## config.mk

```make
export PLATFORM = sky130hd
export DESIGN_NAME = fract_addsub_lzc_flat
export DESIGN_NICKNAME = d
export VERILOG_FILES = /design/src/rtl/fract_addsub_lzc_if.sv /design/src/rtl/fract_addsub_lzc.sv /design/src/flat_wrapper.sv
export SDC_FILE = /design/constraint.sdc
export NUM_CORES = 1
export LEC_CHECK = 0
export ABC_CLOCK_PERIOD_IN_PS = 2020
export BUFFER_PORTS_ARGS = -buffer_cell sky130_fd_sc_hd__buf_2
export CAP_MARGIN = 10
export CORE_AREA = 3 3 148 150
export CTS_BUF_LIST = sky130_fd_sc_hd__clkbuf_8
export CTS_CLUSTER_SIZE = 16
export DETAILED_ROUTE_END_ITERATION = 6
export DIE_AREA = 0 0 151 153
export GPL_TIMING_DRIVEN = 1
export PLACE_DENSITY = 0.55
export SYNTH_ARGS = -nofsm -noshare
export SYNTH_HDL_FRONTEND = slang
export SYNTH_SLANG_ARGS = --single-unit
```

## constraint.sdc

```tcl
create_clock -name clk -period 2.02 [get_ports clk]
set_input_delay 0.101 -clock clk [delete_from_list [all_inputs] [get_ports clk]]
set_output_delay 0.101 -clock clk [all_outputs]
set_load 0.05 [all_outputs]
```

## src/rtl/fract_addsub_lzc_if.sv

```systemverilog
// Handshake and data bundle between pre_norm, fract_addsub_lzc and post_norm.
// master = upstream/downstream environment side, slave = the add/sub stage.
interface fract_addsub_lzc_if #(
  parameter int FW  = 27,
  parameter int EW  = 8,
  parameter int LZW = 5
) ();

  logic           in_valid;
  logic           in_ready;
  logic [FW-1:0]  fracta;
  logic [FW-1:0]  fractb;
  logic [EW-1:0]  exp_dn;
  logic           sign;
  logic           zero_sign;
  logic           fasu_op;

  logic           out_valid;
  logic           out_ready;
  logic [FW-1:0]  sum;
  logic           co;
  logic [LZW-1:0] lzc;
  logic           res_zero;
  logic [EW-1:0]  exp_out;
  logic           sign_out;

  modport master (
    output in_valid, fracta, fractb, exp_dn, sign, zero_sign, fasu_op, out_ready,
    input  in_ready, out_valid, sum, co, lzc, res_zero, exp_out, sign_out
  );

  modport slave (
    input  in_valid, fracta, fractb, exp_dn, sign, zero_sign, fasu_op, out_ready,
    output in_ready, out_valid, sum, co, lzc, res_zero, exp_out, sign_out
  );

endinterface

```

## src/rtl/fract_addsub_lzc.sv

```systemverilog
// FPU add/sub fraction stage: 27-bit magnitude add/subtract followed by a
// leading-zero count, as a two-stage valid/ready pipeline feeding post_norm.
module fract_addsub_lzc #(
  parameter int FW  = 27,
  parameter int EW  = 8,
  parameter int LZW = 5
) (
  input  logic                 clk,
  input  logic                 rst_n,
  fract_addsub_lzc_if.slave    bus,
  input  logic                 clr_err,
  output logic                 borrow_err
);

  // Stage 1 state: raw (FW+1)-bit result plus side-band fields.
  logic          s1_valid;
  logic [FW:0]   s1_res;
  logic [EW-1:0] s1_exp;
  logic          s1_sign;
  logic          s1_zsign;

  logic          s2_valid;

  logic          s2_free;
  logic          s1_adv;
  logic          accept;

  logic [FW:0]   ext_a;
  logic [FW:0]   ext_b;
  logic [FW:0]   add_res;
  logic          borrow;

  logic [LZW-1:0] lz_cnt;
  logic           lz_found;
  logic           s1_zero;

  // Ready propagates backwards combinationally so a draining S2 frees S1 in
  // the same cycle; nothing combinational runs from in_valid to out_valid.
  assign s2_free      = !s2_valid || bus.out_ready;
  assign s1_adv       = s1_valid && s2_free;
  assign bus.in_ready = !s1_valid || s1_adv;
  assign accept       = bus.in_valid && bus.in_ready;
  assign bus.out_valid = s2_valid;

  // Subtract is done in FW+1 bits so the MSB doubles as the borrow flag.
  always_comb begin
    ext_a   = {1'b0, bus.fracta};
    ext_b   = {1'b0, bus.fractb};
    add_res = bus.fasu_op ? (ext_a + ext_b) : (ext_a - ext_b);
    borrow  = !bus.fasu_op && (bus.fracta < bus.fractb);
  end

  // NOTE: every variable assigned in always_comb gets a default before any
  // conditional update, otherwise synthesis infers a latch.
  always_comb begin
    lz_found = 1'b0;
    lz_cnt   = LZW'(FW + 1);
    for (int i = FW; i >= 0; i--) begin
      if (!lz_found && s1_res[i]) begin
        lz_cnt   = LZW'(FW - i);
        lz_found = 1'b1;
      end
    end
    s1_zero = (s1_res == '0);
  end

  // NOTE: sequential state uses non-blocking assignments only, so every
  // register samples pre-edge values regardless of statement order.
  always_ff @(posedge clk or negedge rst_n) begin
    if (!rst_n) begin
      s1_valid <= 1'b0;
      s1_res   <= '0;
      s1_exp   <= '0;
      s1_sign  <= 1'b0;
      s1_zsign <= 1'b0;
    end else begin
      if (accept) begin
        s1_valid <= 1'b1;
        s1_res   <= add_res;
        s1_exp   <= bus.exp_dn;
        s1_sign  <= bus.sign;
        s1_zsign <= bus.zero_sign;
      end else if (s1_adv) begin
        s1_valid <= 1'b0;
      end
    end
  end

  // NOTE: S2 data registers are reset as well because they drive the block
  // outputs directly and must read zero straight out of reset.
  always_ff @(posedge clk or negedge rst_n) begin
    if (!rst_n) begin
      s2_valid     <= 1'b0;
      bus.sum      <= '0;
      bus.co       <= 1'b0;
      bus.lzc      <= '0;
      bus.res_zero <= 1'b0;
      bus.exp_out  <= '0;
      bus.sign_out <= 1'b0;
    end else begin
      if (s1_adv) begin
        s2_valid     <= 1'b1;
        bus.sum      <= s1_res[FW-1:0];
        bus.co       <= s1_res[FW];
        bus.lzc      <= lz_cnt;
        bus.res_zero <= s1_zero;
        bus.exp_out  <= s1_exp;
        bus.sign_out <= s1_zero ? s1_zsign : s1_sign;
      end else if (bus.out_ready) begin
        s2_valid <= 1'b0;
      end
    end
  end

  // A fresh borrow takes priority over a clear landing in the same cycle.
  always_ff @(posedge clk or negedge rst_n) begin
    if (!rst_n) begin
      borrow_err <= 1'b0;
    end else if (accept && borrow) begin
      borrow_err <= 1'b1;
    end else if (clr_err) begin
      borrow_err <= 1'b0;
    end
  end

endmodule

```

## src/flat_wrapper.sv

```systemverilog
// flat-port wrapper written by rule: the top's interface ports become plain ports
module fract_addsub_lzc_flat 
#(
  parameter int FW  = 27,
  parameter int EW  = 8,
  parameter int LZW = 5
)
  (clk, rst_n, clr_err, borrow_err, bus_in_valid, bus_fracta, bus_fractb, bus_exp_dn, bus_sign, bus_zero_sign, bus_fasu_op, bus_out_ready, bus_in_ready, bus_out_valid, bus_sum, bus_co, bus_lzc, bus_res_zero, bus_exp_out, bus_sign_out);
  fract_addsub_lzc_if #(.FW(FW), .EW(EW), .LZW(LZW)) bus_i ();
  input  logic clk;
  input  logic rst_n;
  input  logic clr_err;
  output logic borrow_err;
  input wire logic [$bits(bus_i.in_valid)-1:0] bus_in_valid;
  input wire logic [$bits(bus_i.fracta)-1:0] bus_fracta;
  input wire logic [$bits(bus_i.fractb)-1:0] bus_fractb;
  input wire logic [$bits(bus_i.exp_dn)-1:0] bus_exp_dn;
  input wire logic [$bits(bus_i.sign)-1:0] bus_sign;
  input wire logic [$bits(bus_i.zero_sign)-1:0] bus_zero_sign;
  input wire logic [$bits(bus_i.fasu_op)-1:0] bus_fasu_op;
  input wire logic [$bits(bus_i.out_ready)-1:0] bus_out_ready;
  output wire logic [$bits(bus_i.in_ready)-1:0] bus_in_ready;
  output wire logic [$bits(bus_i.out_valid)-1:0] bus_out_valid;
  output wire logic [$bits(bus_i.sum)-1:0] bus_sum;
  output wire logic [$bits(bus_i.co)-1:0] bus_co;
  output wire logic [$bits(bus_i.lzc)-1:0] bus_lzc;
  output wire logic [$bits(bus_i.res_zero)-1:0] bus_res_zero;
  output wire logic [$bits(bus_i.exp_out)-1:0] bus_exp_out;
  output wire logic [$bits(bus_i.sign_out)-1:0] bus_sign_out;
  assign bus_i.in_valid = bus_in_valid;
  assign bus_i.fracta = bus_fracta;
  assign bus_i.fractb = bus_fractb;
  assign bus_i.exp_dn = bus_exp_dn;
  assign bus_i.sign = bus_sign;
  assign bus_i.zero_sign = bus_zero_sign;
  assign bus_i.fasu_op = bus_fasu_op;
  assign bus_i.out_ready = bus_out_ready;
  assign bus_in_ready = bus_i.in_ready;
  assign bus_out_valid = bus_i.out_valid;
  assign bus_sum = bus_i.sum;
  assign bus_co = bus_i.co;
  assign bus_lzc = bus_i.lzc;
  assign bus_res_zero = bus_i.res_zero;
  assign bus_exp_out = bus_i.exp_out;
  assign bus_sign_out = bus_i.sign_out;
  fract_addsub_lzc #(.FW(FW), .EW(EW), .LZW(LZW)) u_core (.clk(clk), .rst_n(rst_n), .bus(bus_i), .clr_err(clr_err), .borrow_err(borrow_err));
endmodule
```

==> flow_summary.yaml <==
die:
  die_area_um2: 23100
  die_h_um: 153
  core_um2: 20800
  io_pins: 116
  rows: 53
  initial_core_util: 0.296
  die_w_um: 151
synthesis:
  ys_ff_latch: 84
  syn_nets: 826
  ys_async_sr_fraction: 1.00
  synth.area.mux_share: 0.0905
  avgSynthCellArea_um2: 8.79
  synth.yosys.seq_area_share: 0.342
  synth_enable_flop_cells: 0
  synth-compound-area-share: 0.215
  synth_xor_xnor_area_share: 0.0342
  synthAdderAreaFrac: 0.116
  synth_simple_gate_area_share: 0.147
  ys_top_cells_by_area: "dfrtp_1 34%, ha_1 11%, mux2_2 8.2%"
  yosysWarnings: 0
  yosysTopAreaCell: "dfrtp_1"
  synthDominantCellAreaShare: 0.342
  synth_top_family_by_area: "compound AO/OA/AOI/OAI gates"
  syn-cell-area_um2: 6150
  synth_cells: 700
  synth_cell_types: 60
  synthFlopType: "dfrtp_1"
clock_network:
  cts_tree: "yes"
  clk_pin_slew_ns: 0.08
  htreeDepth: 3
  clock-sinks: 84
  cts_buffers: 9
  root_buffer: "clkbuf_8"
  clkLatencyLatePin_ns: 0.35
  clock_path_buffers: 2
hold_path:
  hp-class: "primary input to flip-flop"
  hold_path_depth: 3
  hold_end: "u_core.borrow_err"
  min_from: "clr_err"
sta:
  tightest_slew_ns: 0.807
  setup_violations: 16
  fmax_ghz: 0.458
  hold_violations: 0
  finalCritPeriodShare: 1.08
  slew_viol_final: 0
  setup_ws_ns: -0.164
  min_period_ns: 2.18
  rsz0062_at_grt: "yes"
  relSlewSlack: 0.462
  finClkSkew_ns: 0.00916
placed_design:
  gp_congestion: 0.855
  hpwl_um: 13800
  place_area_um2: 8200
  io_buffers: 115
  pre_cts_ws_ns: -0.716
global_routing:
  antenna_found_initial: 0
  track_usage: 0.148
  grt_max_degree: 65
  grt-ovfl-total: 0
  grt_first_pass_wirelength_um: 28600
  grt_pass1_vias: 5925
finish:
  antenna_cells: 0
  fin_area_um2: 9350
  fin_nets: 1102
  fillCellCount: 2041
  area_delta_synth_final_pct: 51.9
  drive_gt1_frac: 0.453
  final_core_util: 0.449
pwr:
  pwr-share-comb: 0.489
  p_total_w: 0.00756
  cell_internal_pwr_w: 0.00443
  switching_share: 0.415
  p_leak_nw: 4.39
  pwr_density_cell_nw_per_um2: 809
  p_clk_frac: 0.194
  p_switching_w: 0.00314
  power_frac_seq: 0.317
  ir_drop_v: 0.000334
setup_path:
  path_class: "primary input to flip-flop"
  cp-start-kind: "primary input"
  r2r-end: "u_core.bus.lzc[1]"
  critPathRequiredTime_ns: 2.25
  reg2reg_from: "u_core.s1_res[24]"
  worst_ep_arrival_time_ns: 2.41
  rrSetupSlack_ns: -0.08
  worstPathMaxFanout: 4
  r2r_cells: 11
  cp-end-kind: "flip-flop"
routing:
  num_vias: 6045
  drcViolationCount: 0
  vias_per_cell: 4.81
  wl_per_cell_um: 14.1
  ant_nets: 0
  drt_iter0_markers: 290
  dr.pass1.iters: 5
  finalWirelength_um: 17600
status:
  violations: "negative setup slack"
  status: "finished with violations"
job:
  maxCapViolCount: 0
flip-flops by register name, summed over array words and instances (netlist names):
name and cells:
u_core.bus.co 1, u_core.bus.sign_out 1, u_core.borrow_err 1, u_core.bus.lzc 5
u_core.s1_zsign 1, u_core.s1_res 28, u_core.s1_exp 8, u_core.bus.res_zero 1
u_core.s1_sign 1, u_core.s1_valid 1, u_core.bus.out_valid 1, u_core.bus.exp_out 8
u_core.bus.sum 27
per-stage QoR:
stage | hold slack [ns] | TNS, ns | std cells
final | 0.0390 | -1.39 | 1256
after global routing | 0.0334 | -3.59 | 1256
after CTS | 0.0220 | -1.08 | 1248
after detailed placement | 0.250 | -10.79 | 1210
after global placement | 0.248 | -10.30 | 1210
after floorplan | -0.195 | -4.76 | 700
metal layers:
metal | vias to the layer above | global-route usage | wire length, um
li1 | 3063 | - | -
met1 | 2837 | 0.213 | 8550
met2 | 131 | 0.233 | 8110
met3 | 14 | 0.0237 | 746
met4 | 0 | 0.0341 | 242
met5 | - | 0 | 0
placed cells by master (no fill, tap or decap), types with 5 or more instances in the layout:
cell	Yosys	final
buf_4	0	157
buf_2	4	106
dfrtp_1	84	83
nand2_1	57	54
nor2_1	52	48
inv_1	55	45
mux2_2	45	45
ha_1	54	43
a21oi_1	49	41
o21ai_1	34	33
o21ai_0	30	28
xnor2_1	19	17
buf_6	1	16
nor3_1	20	15
a21o_1	14	14
nand2b_1	16	13
dlygate4sd3_1	0	12
ha_4	0	11
clkbuf_8	0	11
o211ai_1	10	10
inv_2	3	9
nand3_1	9	6
o31ai_1	5	5
a21oi_2	0	5
xor2_1	5	5
nand4_1	5	5
a211oi_2	0	5
and3_1	5	5
timing repair:
| item | 4_1_cts | 5_1_grt |
|---|---|---|
| setup buffers | 11 | 8 |
| cloned | 0 | 0 |
| gates resized for setup | 73 | 50 |
| endpoints found under the setup margin | 21 | 21 |
| hold endpoints to repair | 73 | 0 |
| hold buffers | 12 | 0 |
| pin swaps | 47 | 42 |
cells by family (layout without fill, tap and decap cells):
kind of cell             Yosys count  after routing
adder cells (fa/ha/maj)           56             56
buffers and inverters             89            370
flip-flops                        84             84
XOR/XNOR                          24             24
AND/OR/NAND/NOR                  192            192
AO/OA/AOI/OAI                    205            205
multiplexers                      50             50
power groups by stage:
stage / Sequential [W] / Clock, W / Combinational [W]
after global placement: 0.00240 / 0 / 0.00336
after global routing: 0.00246 / 0.00157 / 0.00400
after floorplan: 0.00333 / 0 / 0.00126
after CTS: 0.00239 / 0.00151 / 0.00357
final: 0.00240 / 0.00147 / 0.00370
after detailed placement: 0.00242 / 0 / 0.00339
critical path: stages:
cell and delay [ns]:
buf_8 0.10, inv_4 0.05, ha_4 0.20, buf_6 0.12
nor2b_4 0.12, o31a_1 0.30, o211ai_1 0.26, a31o_2 0.32
a211oi_2 0.11, nor4b_2 0.36, a311oi_2 0.07, xnor2_1 0.21
o21ai_1 0.08
cells in the mapped netlist, types with 10 or more instances:
| cell type | instances |
|---|---|
| dfrtp_1 | 84 |
| nand2_1 | 57 |
| inv_1 | 55 |
| ha_1 | 54 |
| nor2_1 | 52 |
| a21oi_1 | 49 |
| mux2_2 | 45 |
| o21ai_1 | 34 |
| o21ai_0 | 30 |
| clkbuf_1 | 20 |
| nor3_1 | 20 |
| xnor2_1 | 19 |
| nand2b_1 | 16 |
| a21o_1 | 14 |
| a211oi_1 | 10 |
| o211ai_1 | 10 |
final cells by class:
class / instances / area, um2 / area share
sequential: 84 / 2100 / 0.225
multi-input combinational: 527 / 4330 / 0.463
tap: 275 / 344 / 0.0368
clock buffer: 11 / 151 / 0.0162
clock inverter: 5 / 98.8 / 0.0106
timing repair buffer: 295 / 2070 / 0.222
inverter: 59 / 244 / 0.0261
worst max path at each step:
stage,to,slack [ns],start,cells after the start
3_5_place_dp,u_core.s1_res[26],-0.72,bus_fracta[0],13
4_1_cts,u_core.s1_res[25],-0.14,bus_fractb[1],13
3_3_place_gp,u_core.s1_res[26],-0.71,bus_fracta[0],13
5_1_grt,u_core.s1_res[24],-0.27,bus_fractb[2],13
6_report,u_core.s1_res[20],-0.16,bus_fractb[2],13
2_1_floorplan,u_core.s1_res[25],-0.25,bus_fracta[4],10
Power figures use the tool's default switching activity.
